`config.mk`:
```
export PLATFORM = sky130hd
export DESIGN_NAME = mode_extreme_tracker
export DESIGN_NICKNAME = d
export VERILOG_FILES = /design/src/rtl/mode_extreme_tracker_pkg.sv /design/src/rtl/mode_extreme_tracker_compare_cell.sv /design/src/rtl/mode_extreme_tracker.sv
export SDC_FILE = /design/constraint.sdc
export NUM_CORES = 1
export LEC_CHECK = 0
export CORE_AREA = 2 2 95 51
export CTS_CLUSTER_SIZE = 24
export DETAILED_ROUTE_END_ITERATION = 6
export DIE_AREA = 0 0 97 53
export GPL_ROUTABILITY_DRIVEN = 0
export HOLD_SLACK_MARGIN = 0.03
export PLACE_DENSITY = 0.64
export SYNTH_ARGS = -nofsm -noshare
export SYNTH_HDL_FRONTEND = slang
export SYNTH_SLANG_ARGS = --single-unit
export TNS_END_PERCENT = 20
```
`constraint.sdc`:
```
create_clock -name clk -period 7.09 [get_ports clk]
set_clock_uncertainty 0.2 [all_clocks]
set_input_delay 0.709 -clock clk [delete_from_list [all_inputs] [get_ports clk]]
set_output_delay 0.709 -clock clk [all_outputs]
set_load 0.05 [all_outputs]
```
`src/rtl/mode_extreme_tracker_pkg.sv`:
```
// Shared FSM state encoding and mode constants for the frame extreme tracker.
// Pure declarations: no latency, no flow control.
package mode_extreme_tracker_pkg;

    typedef enum logic [1:0] {
        ST_IDLE  = 2'd0,
        ST_ACCUM = 2'd1,
        ST_HOLD  = 2'd2
    } state_t;

    localparam logic MODE_MAX = 1'b0;
    localparam logic MODE_MIN = 1'b1;

endpackage

```
`src/rtl/mode_extreme_tracker_compare_cell.sv`:
```
// Combinational strict "a beats b" test: a>b in max mode, a<b in min mode; zero latency, no flow control.
// MODE_EXTREME_SIGNED_EN selects two's-complement ordering, otherwise unsigned.
module mode_compare_cell
    import mode_extreme_tracker_pkg::*;
#(
    parameter int WIDTH = 8
) (
    input  logic [WIDTH-1:0] i_a,
    input  logic [WIDTH-1:0] i_b,
    input  logic             i_mode,
    output logic             o_beats
);

    logic w_gt;
    logic w_lt;

`ifdef MODE_EXTREME_SIGNED_EN
    assign w_gt = $signed(i_a) > $signed(i_b);
    assign w_lt = $signed(i_a) < $signed(i_b);
`else
    assign w_gt = i_a > i_b;
    assign w_lt = i_a < i_b;
`endif

    // Strict compare keeps the earliest index on ties.
    assign o_beats = (i_mode == MODE_MIN) ? w_lt : w_gt;

endmodule

```
`src/rtl/mode_extreme_tracker.sv`:
```
// Tracks max/min over FRAME_LEN accepted samples; result valid one cycle after the last accept, held until out_ready.
// in_ready drops while a result is pending; MODE_EXTREME_SIGNED_EN switches to signed comparison.
module mode_extreme_tracker
    import mode_extreme_tracker_pkg::*;
#(
    parameter int WIDTH     = 8,
    parameter int FRAME_LEN = 16,
    parameter int IDX_W     = 4
) (
    input  logic             clk,
    input  logic             rst_n,
    input  logic             m,
    input  logic             clr,
    input  logic             in_valid,
    output logic             in_ready,
    input  logic [WIDTH-1:0] din,
    output logic             out_valid,
    input  logic             out_ready,
    output logic [WIDTH-1:0] y,
    output logic [IDX_W-1:0] y_idx,
    output logic             y_mode
);

    localparam logic [IDX_W-1:0] LAST_IDX = IDX_W'(FRAME_LEN - 1);

    state_t           r_state;
    state_t           w_next_state;
    logic [IDX_W-1:0] r_count;
    logic [WIDTH-1:0] r_best;
    logic [IDX_W-1:0] r_best_idx;
    logic             r_mode;
    logic [WIDTH-1:0] r_y;
    logic [IDX_W-1:0] r_y_idx;
    logic             r_y_mode;

    logic             w_accept;
    logic             w_first;
    logic             w_last;
    logic             w_beats;
    logic             w_take;
    logic [WIDTH-1:0] w_cand_best;
    logic [IDX_W-1:0] w_cand_idx;
    logic             w_cand_mode;

    mode_compare_cell #(.WIDTH(WIDTH)) u_cmp (
        .i_a     (din),
        .i_b     (r_best),
        .i_mode  (r_mode),
        .o_beats (w_beats)
    );

    assign w_accept    = in_valid && in_ready;
    assign w_first     = (r_count == '0);
    assign w_last      = (r_count == LAST_IDX);
    // Sample 0 always loads; its mode comes straight from m, not the stale latch.
    assign w_take      = w_first || w_beats;
    assign w_cand_best = w_take ? din : r_best;
    assign w_cand_idx  = w_take ? r_count : r_best_idx;
    assign w_cand_mode = w_first ? m : r_mode;

    always_ff @(posedge clk or negedge rst_n) begin
        if (!rst_n) begin
            r_state <= ST_IDLE;
        end else begin
            r_state <= w_next_state;
        end
    end

    always_comb begin
        w_next_state = r_state;
        in_ready     = 1'b0;
        out_valid    = 1'b0;
        case (r_state)
            ST_IDLE: begin
                w_next_state = ST_ACCUM;
            end
            ST_ACCUM: begin
                in_ready = 1'b1;
                if (clr) begin
                    w_next_state = ST_IDLE;
                end else if (w_accept && w_last) begin
                    w_next_state = ST_HOLD;
                end
            end
            ST_HOLD: begin
                out_valid = 1'b1;
                if (clr) begin
                    w_next_state = ST_IDLE;
                end else if (out_ready) begin
                    w_next_state = ST_ACCUM;
                end
            end
            default: begin
                w_next_state = ST_IDLE;
            end
        endcase
    end

    always_ff @(posedge clk or negedge rst_n) begin
        if (!rst_n) begin
            r_count    <= '0;
            r_best     <= '0;
            r_best_idx <= '0;
            r_mode     <= MODE_MAX;
            r_y        <= '0;
            r_y_idx    <= '0;
            r_y_mode   <= MODE_MAX;
        end else if (clr) begin
            r_count <= '0;
        end else if (w_accept) begin
            r_best     <= w_cand_best;
            r_best_idx <= w_cand_idx;
            r_mode     <= w_cand_mode;
            if (w_last) begin
                r_count  <= '0;
                r_y      <= w_cand_best;
                r_y_idx  <= w_cand_idx;
                r_y_mode <= w_cand_mode;
            end else begin
                r_count <= r_count + 1'b1;
            end
        end
    end

    assign y      = r_y;
    assign y_idx  = r_y_idx;
    assign y_mode = r_y_mode;

endmodule

```
==> flow_summary.ini <==
[outcome]
status = finished clean

[route]
wl_per_cell_um = 15.4
ant_nets = 0
routed_wirelength_um = 4000
route.detailed.drc = 0
drt_iter0_drc = 67
via_per_inst = 5.19
vias = 1350
first_pass_iters = 4

[setup_path]
critPathKind = primary input to flip-flop
worst_setup_path_start_kind = primary input
crit_path_max_fanout = 18
regToRegSetupSlack_ns = 4.24
startpoint = din[1]
r2r_cells = 8
cp.required_ns = 7.07
worstPathArrival_ns = 3.31
crit_chain = clkdlybuf4s50_1, ha_1, nor2b_4, o211ai_2, a21oi_4, o21a_1, o21ai_4, mux2_2
critPathMaxStageDelay_ns = 0.56
cp-end-kind = flip-flop
crit_end = r_best_idx[1]
slowest_stage = o21ai_4
timing.rr.end = r_best_idx[1]
r2r-start = r_best[1]

[flow_run]
cap_violations = 0

[sta]
grt_setup_unrepaired = no
fin_crit_ns = 3.34
setup_violations = 0
max_freq_ghz = 0.300
max_slew_margin_pct = 55.0
fin_ws_ns = 3.75
worst_pin_slew_ns = 0.676
final.setup.tns_ns = 0
drv_slew = 0
hold_violations = 0
period_share_pct = 47.1

[synth]
ys_ff_latch = 32
synth_area_um2 = 1800
synth_flop_cell = dfrtp_1
ys_types = 37
syn-instance-count = 173
synth_largest_area_cell = dfrtp_1
synthTopCellsByArea = dfrtp_1, ha_1, mux2_4, a21oi_1, nor2_1
avgSynthCellArea_um2 = 10.4
synth_top_area_share_pct = 44.4
yosys-top-cells-count = dfrtp_1, nor2_1, a21oi_1, inv_1, o21ai_0
synthesis.nets = 197
async_reset_ff_share_pct = 100
seq_area_frac_synth_pct = 44.4
ys_warn_count = 0
synth_most_common_cell = dfrtp_1
synth_edf_count = 0

[cts]
clock_path_buffers = 2
holdBufCountCts = 0
cts_tree = yes
cts_buffers = 5
clkSinkCount = 32
clk_pin_slew_ns = 0.06
post_cts_resized = 0
post_cts_buffers = 0
htree_levels = 2
clk_latency_ns = 0.30
root_buffer = clkbuf_8

[power]
p_leak_nw = 1.00
total_power_uw = 503
powerDensity_nw_per_um2 = 227
peakVddDrop_mv = 0.0825

[floorplanning]
initial_core_util_pct = 42.1
die-area_um2 = 5140
die_y_um = 53
die_w_um = 97
num_rows = 17
ios = 29
core-area_um2 = 4280

[grt]
grt_overflow_total = 0
antenna_found_initial = 0
grt_max_degree = 33
grt_pass1_wl_um = 6870
grt_usage_pct = 17.9
grt_pass1_vias = 1364

[cells_and_area]
fin_nets = 227
drive_gt1_share_pct = 17.7
fillers = 380
antennaDiodeCount = 0
seqCellArea_um2 = 801
syn_to_final_growth_pct = 22.8
multi_input_area_um2 = 905

[worst_hold_path]
hold_class = flip-flop to flip-flop

[placed_design]
dpl.hpwl_um = 2700
portBuffers = 28
dp_slack_ns = 3.48
[registers in the layout (all words and copies together) (netlist names)]
| signal | count |
|---|---|
| r_best_idx | 4 |
| r_state | 2 |
| y_mode | 1 |
| r_mode | 1 |
| r_count | 4 |
| y | 8 |
| r_best | 8 |
| y_idx | 4 |
[per-layer routing]
metal,vias to the layer above,share of wire [%],track usage [%]
li1,672,-,-
met4,0,1.2,6.34
met3,5,5.6,7.93
met1,649,54,23.8
met5,-,0,0
met2,24,39,25.9
[area by class of cell]
type / instances / share of cell area (%)
clock buffers: 7 / 4.35
inverters: 12 / 2.04
multi-input cells: 122 / 40.9
flip-flops and latches: 32 / 36.2
well taps: 57 / 3.22
repair buffers: 30 / 13.3
[power breakdown]
part	internal, mW	switching (mW)	leakage, nW
clock	0.0864	0.0696	0.0503
sequential	0.200	0.0127	0.422
combinational	0.0574	0.0769	0.529
[how the worst min path moves through the flow]
stage | startpoint | end | depth (start not counted)
global route | r_best_idx[2] | r_best_idx[2] | 1
floorplan | rst_n | r_best[0] | 0
finish | r_best_idx[3] | r_best_idx[3] | 1
detailed placement | r_best_idx[2] | r_best_idx[2] | 1
CTS | r_best_idx[2] | r_best_idx[2] | 1
global placement | r_best_idx[2] | r_best_idx[2] | 1
[cell usage in the layout (no fill, tap or decap), drive strengths merged]
cell type,count
clkbuf,7
ha,10
or2,1
buf,2
a31oi,2
a41oi,3
inv,12
nand2,8
nand3,2
a21oi,20
o21ai,14
clkdlybuf4s50,28
nand4,2
a21o,1
o22ai,1
xnor2,1
and3,2
or3,1
mux2,11
o31a,7
dfrtp,32
nor3,3
mux2i,2
nor2,22
o21a,1
o211ai,2
and2,1
a32o,2
nor2b,3
[worst max-delay path: cells and delay by family]
kind                     cells  cell delay (ns)
AO/OA/AOI/OAI                4             1.25
buffers and inverters        1             0.47
multiplexers                 1             0.40
adder cells (fa/ha/maj)      1             0.35
AND/OR/NAND/NOR              1             0.14
[per-stage QoR]
stage	hold slack (ns)	cells	utilization, %	instance area, um2
6_report	0.307	260	51.8	2210
5_1_grt	0.337	260	51.8	2210
4_1_cts	0.311	260	51.8	2210
3_5_place_dp	0.295	253	49.5	2120
3_3_place_gp	0.282	253	49.5	2120
2_1_floorplan	0.213	173	-	1800
[kinds of logic after synthesis]
family	synth area share [%]
xor gates and xnor gates	0.486
and+or+nand+nor	12.4
muxes	9.65
AOI/OAI and AO/OA	20.8
DFF	44.4
adders and majority gates	6.94
buffers and inverters	5.35
Note: power is estimated with default switching activity, not from simulation.
